$ cat src/rtl/irq_request_controller.sv
// Four-source interrupt front end with edge capture and sticky overrun flags.
// Presents the highest-index enabled pending source through a valid/ack handshake.
module irq_request_controller #(
    parameter int N_SRC = 4,
    parameter int VEC_W = 2
) (
    input  logic             clk,
    input  logic             rst,
    input  logic [N_SRC-1:0] src_in,
    input  logic [N_SRC-1:0] mask,
    input  logic             irq_ack,
    input  logic             eoi,
    output logic             irq_valid,
    output logic [VEC_W-1:0] irq_vec,
    output logic             in_service,
    output logic [N_SRC-1:0] pending,
    output logic [N_SRC-1:0] overrun
);

    typedef enum logic [1:0] {
        IDLE,
        PRESENT,
        SERVICE
    } state_t;

    state_t           state;
    logic [N_SRC-1:0] src_prev;
    logic [N_SRC-1:0] rise;
    logic [N_SRC-1:0] eligible;
    logic [N_SRC-1:0] clr;
    logic [VEC_W-1:0] winner;

    always_comb begin
        rise     = src_in & ~src_prev;
        eligible = pending & mask;
        winner   = '0;
        // ascending scan, so the highest set index is the last one written
        for (int i = 0; i < N_SRC; i++) begin
            if (eligible[i]) winner = VEC_W'(i);
        end
        clr = '0;
        if (state == PRESENT && irq_ack) clr[irq_vec] = 1'b1;
    end

    always_ff @(posedge clk) begin
        if (rst) begin
            state    <= IDLE;
            src_prev <= '0;
            pending  <= '0;
            overrun  <= '0;
            irq_vec  <= '0;
        end else begin
            src_prev <= src_in;
            // a new edge beats the acceptance clear of the same bit
            pending  <= rise | (pending & ~clr);
            overrun  <= overrun | (rise & pending & ~clr);
            unique case (state)
                IDLE: begin
                    if (|eligible) begin
                        irq_vec <= winner;
                        state   <= PRESENT;
                    end
                end
                PRESENT: begin
                    if (irq_ack) state <= SERVICE;
                end
                SERVICE: begin
                    if (eoi) state <= IDLE;
                end
                default: state <= IDLE;
            endcase
        end
    end

    assign irq_valid  = (state == PRESENT);
    assign in_service = (state == SERVICE);

endmodule

$ cat config.mk
export PLATFORM = sky130hd
export DESIGN_NAME = irq_request_controller
export DESIGN_NICKNAME = d
export VERILOG_FILES = /design/src/rtl/irq_request_controller.sv
export SDC_FILE = /design/constraint.sdc
export NUM_CORES = 1
export LEC_CHECK = 0
export BUFFER_PORTS_ARGS = -buffer_cell sky130_fd_sc_hd__buf_2
export CAP_MARGIN = 20
export CORE_MARGIN = 1
export CORE_UTILIZATION = 40
export CTS_BUF_LIST = sky130_fd_sc_hd__clkbuf_8
export DETAILED_ROUTE_END_ITERATION = 10
export PLACE_DENSITY = 0.69
export SETUP_SLACK_MARGIN = 0.15
export SLEW_MARGIN = 20
export SYNTH_ARGS = -nofsm -noshare
export SYNTH_HDL_FRONTEND = slang
export SYNTH_SLANG_ARGS = --single-unit
export TNS_END_PERCENT = 10
$ cat constraint.sdc
create_clock -name clk -period 1.1 [get_ports clk]
set_clock_uncertainty 0.15 [all_clocks]
set_input_delay 0.22 -clock clk [delete_from_list [all_inputs] [get_ports clk]]
set_output_delay 0.22 -clock clk [all_outputs]
set_load 0.1 [all_outputs]
==> flow_summary.toml, run 1 <==
[run_status]
run_status = "complete, but fails checks"
violations = "negative setup slack"

[synthesis]
synth_compound_area_share_pct = 25.4
syn_area_um2 = 646
synthMuxAreaShare_pct = 0
syn_avg_cell_area_um2 = 9.78
ys_seq_area_share_pct = 49.6
synth_xor_area_share_pct = 0
syn_inst = 66
synth_warnings = 0
synth_top_family_by_area = "compound AO/OA/AOI/OAI gates"
synth-seq-cells = 16
syn-num-nets = 78
synth.distinct_cells = 20
synthAdderAreaFrac_pct = 0
synth_simple_gate_area_share_pct = 21.3

[cts]
cts_hold_buffers = 0
clock-root-buffer = "clkbuf_8"
cts.path.max_buffers = 2
tritoncts = "yes"
clock_latency_ps = 250
cts_max_level = 1
cts_inserted_buffers = 3
cts.sinks = 16
clkTransAtPathRegs_ps = 60

[setup_path]
reg2reg_from = "state[1]$_SDFFE_PP0P_"
crit_type = "reg -> out"
worstPathArrival_ps = 1040
slowest_delay_ps = 360
crit_cells = 3
crit_family = "flip-flops"
reg2reg_setup_slack_ps = -250
rr_worst_depth = 3
path_cells = "buf_6 -> nor2b_4 -> buf_12"
crit_required_ps = 730
cp_num_buf_inv = 2
startpoint = "state[0]$_SDFFE_PP0P_"
cpMaxStageDelayCell = "dfxtp_4"
endpoint_kind = "output port"
startpoint_type = "flop"
critPathMaxFanout = 4
r2r_end = "irq_vec[0]$_SDFFE_PP0P_"

[routing]
routedWlPerCell_um = 16.6
drc = 0
drt_pass1_iterations = 4
wl_um = 2040
antenna_left = 0
drt_iter0_drc = 7
viasPerCell = 5.52
num_vias = 679

[finish]
final_nets = 120
layout_commonest_cell = "buf_12"
fillers = 84
areaGrowthSynthToFinish_pct = 95.5
layout_common_cells = "buf_12, buf_2, buf_4, nand2b_1"
utilization_pct = 83.8
antenna_cells = 0
drive_above_1_share_pct = 65.4
multiInputGateArea_um2 = 378
regArea_um2 = 355

[timing]
hold_viol = 0
clock.fmax_mhz = 710
tightestPinTransition_ps = 355
fin_crit_sh_pct = 128
period_minus_slack_ps = 1410
relSlewSlack_pct = 76.4
slew_viol_final = 0
rsz0062_at_grt = "yes"
setup_violations = 23
layout_setup_ws_ps = -308

[min_path]
hold_path_depth = 2
holdPathEnd = "src_prev[0]$_SDFF_PP0_"
min_path_type = "in -> reg"
hold_start = "src_in[0]"

[floorplanning]
core_um2 = 1510
rows = 14
num_io_pins = 24
die_area_um2 = 1780
start_util_pct = 42.9
fp.dieW_um = 42.2
die_h_um = 42.2

[global_routing]
grt-ovfl-total = 0
grt_usage_pct = 24.7
grt_pass1_vias = 645
grt_pass1_wl_um = 3210
antenna_found_initial = 0
grt_max_degree = 21

[power_and_ir_drop]
pwr_density_cell_nw_per_um2 = 1500
leakage_uw = 0.000508
irDropWorstVdd_mv = 0.874

[placed_design]
port-buffer-count = 23
dpl.hpwl_um = 1310
routabilityCongestion = 0.783
pre_cts_ws_ps = -197

[flow_run]
cap_violations = 0
-- power by group --
part	leakage (uW)	total, uW	internal, uW	switching [uW]
clock network	0.0000231	453	248	204
registers	0.000139	682	629	53.1
logic	0.000346	755	316	439
-- cells in the mapped netlist, drive strengths merged --
master  instances  share of area [%]
nor2            1               0.58
o21ai           2                1.6
a21oi           6                4.7
a211oi          1                1.2
a211o           1                1.4
nor2b           6                5.8
a221oi          2                4.7
o31ai           7                8.1
a32o            1                1.6
nand3b          2                2.3
a22oi           2                2.3
buf             2                1.9
nand2b         10                9.7
dfxtp          16                 50
nand3           1               0.77
inv             1               0.58
nand2           2                1.2
or3             1               0.97
clkbuf          2                1.2
-- state kept, by name, summed over array words and instances (netlist names) --
name and count:
pending 4, overrun 4, src_prev 4, state 2, irq_vec 2
-- worst register-to-register path: stages, from the launching register on --
cell	delay [ps]
dfxtp_4	360
buf_6	140
a211o_1	310
a221oi_2	290
-- worst max-delay path by stage --
stage | to
after floorplan | state[0]$_SDFFE_PP0P_
after global placement | state[0]$_SDFFE_PP0P_
after detailed placement | irq_vec[0]$_SDFFE_PP0P_
after CTS | in_service
after global routing | in_service
final | in_service
-- cell type report --
class | instances | share of cell area, %
repair buffers | 41 | 36.5
multi-input cells | 45 | 29.9
flip-flops and latches | 16 | 28.1
clock buffers | 3 | 3.27
well taps | 16 | 1.59
clock inverters | 1 | 0.297
inverters | 1 | 0.297
-- stage by stage --
stage                     TNS, ps  cells  total power (uW)  hold slack [ps]  cell area, um2
final                       -3600    123              1890             43.9            1260
after global routing        -4360    123              1950             50.4            1260
after CTS                   -3320    120              1850             41.9            1200
after detailed placement    -1410    112              1340              302            1060
after global placement       -912    112              1320              300            1060
after floorplan             -4620     66              1080              198             691
-- routing by layer --
metal / up-vias / GRT usage (%) / share of wire (%)
met5: - / 0 / 0
met4: 0 / 16.9 / 3.1
met3: 7 / 4.31 / 3.8
met1: 326 / 29.8 / 44
met2: 25 / 39.7 / 49
li1: 321 / - / -
-- timing repair --
action / 4_1_cts / 5_1_grt
pin swaps: 4 / 6
setup endpoints to repair: 24 / 24
buffers inserted: 4 / 3
resized for setup: 23 / 7
hold endpoints to repair: 0 / 0
-- kinds of logic after synthesis --
family / count (synthesis)
compound gates: 22
simple gates: 23
buf+inv: 5
flops: 16
(Power assumes the default switching activity.)
==> run 2: changes to the inputs <==
==> constraint.sdc (replaced) <==
create_clock -name clk -period 1.1 [get_ports clk]
set_clock_uncertainty 0.15 [all_clocks]
set_input_delay 0.165 -clock clk [delete_from_list [all_inputs] [get_ports clk]]
set_output_delay 0.165 -clock clk [all_outputs]
set_load 0.1 [all_outputs]
==> run 2 against run 1 <==
  * The run ends with negative hold slack, negative setup slack left
  * Maximum frequency up 4.7%
  * Sequential cell count unchanged
  * Via count down 5.0%
==> flow_summary.toml, run 2 (same netlist as run 1, synthesis figures left out) <==
[global_routing]
grt_max_degree = 21
antenna_found_initial = 0
grt_usage_pct = 22.4
grt-ovfl-total = 0
grt_pass1_vias = 654
grt_pass1_wl_um = 2990

[timing]
setup_violations = 22
whs_ps = -7.49
tightestPinTransition_ps = 342
layout_setup_ws_ps = -245
relSlewSlack_pct = 77.2
fin_crit_sh_pct = 122
hold_viol = 3
period_minus_slack_ps = 1350
clock.fmax_mhz = 743
rsz0062_at_grt = "yes"
slew_viol_final = 0

[placed_design]
placed_cells = 112
dpl.hpwl_um = 1160
pre_cts_ws_ps = -159
routabilityCongestion = 0.788
port-buffer-count = 23

[routing]
drc = 0
drt_pass1_iterations = 4
wl_um = 1780
routedWlPerCell_um = 14.8
drt_iter0_drc = 16
num_vias = 645
viasPerCell = 5.38
antenna_left = 0

[floorplanning]
die_area_um2 = 1780
start_util_pct = 42.9
rows = 14
die_h_um = 42.2
core_um2 = 1510
fp.dieW_um = 42.2
num_io_pins = 24

[finish]
layout_common_cells = "buf_12, buf_2, nand2b_1, buf_6, dfxtp_4"
antenna_cells = 0
fillers = 84
areaGrowthSynthToFinish_pct = 90.5
layout_commonest_cell = "buf_12"
largestRegisters = "overrun x4, pending x4, src_prev x4"
utilization_pct = 81.6
drive_above_1_share_pct = 62.5
final_nets = 117
final_cell_count_no_fill = 120

[setup_path]
crit_required_ps = 780
critPathMaxFanout = 4
crit_type = "reg -> out"
startpoint_type = "flop"
endpoint_kind = "output port"
reg2reg_from = "state[0]$_SDFFE_PP0P_"
rr_worst_depth = 4
startpoint = "state[0]$_SDFFE_PP0P_"
r2r_end = "pending[0]$_SDFF_PP0_"
reg2reg_setup_slack_ps = -180
worstPathArrival_ps = 1030

[min_path]
hold_path_depth = 2
holdPathEnd = "src_prev[1]$_SDFF_PP0_"
hold_start = "src_in[1]"
min_path_type = "in -> reg"

[flow_run]
cap_violations = 0

[run_status]
violations = "negative hold slack, negative setup slack"
run_status = "complete, but fails checks"

[cts]
tritoncts = "yes"
clock_latency_ps = 250
cts.path.max_buffers = 2
cts_max_level = 1
cts.sinks = 16
clkTransAtPathRegs_ps = 60
cts_inserted_buffers = 3
clock-root-buffer = "clkbuf_8"

[power_and_ir_drop]
power.share.clock_pct = 26.6
switching_share_pct = 34.8
irDropWorstVdd_mv = 1.06
pwr_density_cell_nw_per_um2 = 1570
leakage_uw = 0.000497
total_power_uw = 1930
intPower_uw = 1260
power.switching_uw = 672
pwr-share-comb_pct = 38.2
p_seq_share_pct = 35.2
## run 2: how the worst max path moves through the flow
stage	endpoint	cells past startpoint	slack [ps]
after floorplan	state[0]$_SDFFE_PP0P_	4	-470
after global placement	state[0]$_SDFFE_PP0P_	3	-130
after detailed placement	irq_vec[0]$_SDFFE_PP0P_	3	-160
after CTS	in_service	3	-240
after global routing	pending[0]$_SDFF_PP0_	4	-270
final	in_service	3	-250
## run 2: stage by stage
step           instance area, um2  TNS [ps]
5_1_grt                      1230     -3380
6_report                     1230     -2540
3_3_place_gp                 1060      -727
3_5_place_dp                 1060     -1010
2_1_floorplan                 691     -4290
4_1_cts                      1220     -2220
## run 2: layout make-up
type	count	area [um2]	area share, %
Timing Repair Buffer	38	442	35.9
Sequential cell	16	353	28.7
Clock buffer	4	55.1	4.48
Tap cell	16	20.0	1.63
Inverter	1	3.75	0.305
Multi-Input combinational cell	45	357	29.0
## run 2: layer usage
metal  part of all wire (%)  track usage (%)
met2                     48             38.2
met3                    3.7             4.74
met4                    3.1             10.0
met1                     45             26.7
met5                      0                0
## run 2: power groups by stage
stage          sequential, uW  clock (uW)  combinational (uW)
3_5_place_dp              682           0                 661
5_1_grt                   684         545                 763
2_1_floorplan             886           0                 193
3_3_place_gp              680           0                 651
6_report                  680         513                 737
4_1_cts                   671         520                 727
## run 2: critical path: stages, from the launching register on
cell	delay, ps
dfxtp_4	360
buf_6	120
nor2b_4	120
buf_12	180
## run 2: what timing repair did
| action | 4_1_cts | 5_1_grt |
|---|---|---|
| endpoints found under the setup margin | 24 | 24 |
| setup buffers | 4 | 0 |
| pin swaps | 3 | 3 |
| resized for setup | 24 | 3 |
| endpoints found under the hold margin | 1 | 0 |
| gates cloned | 0 | 0 |
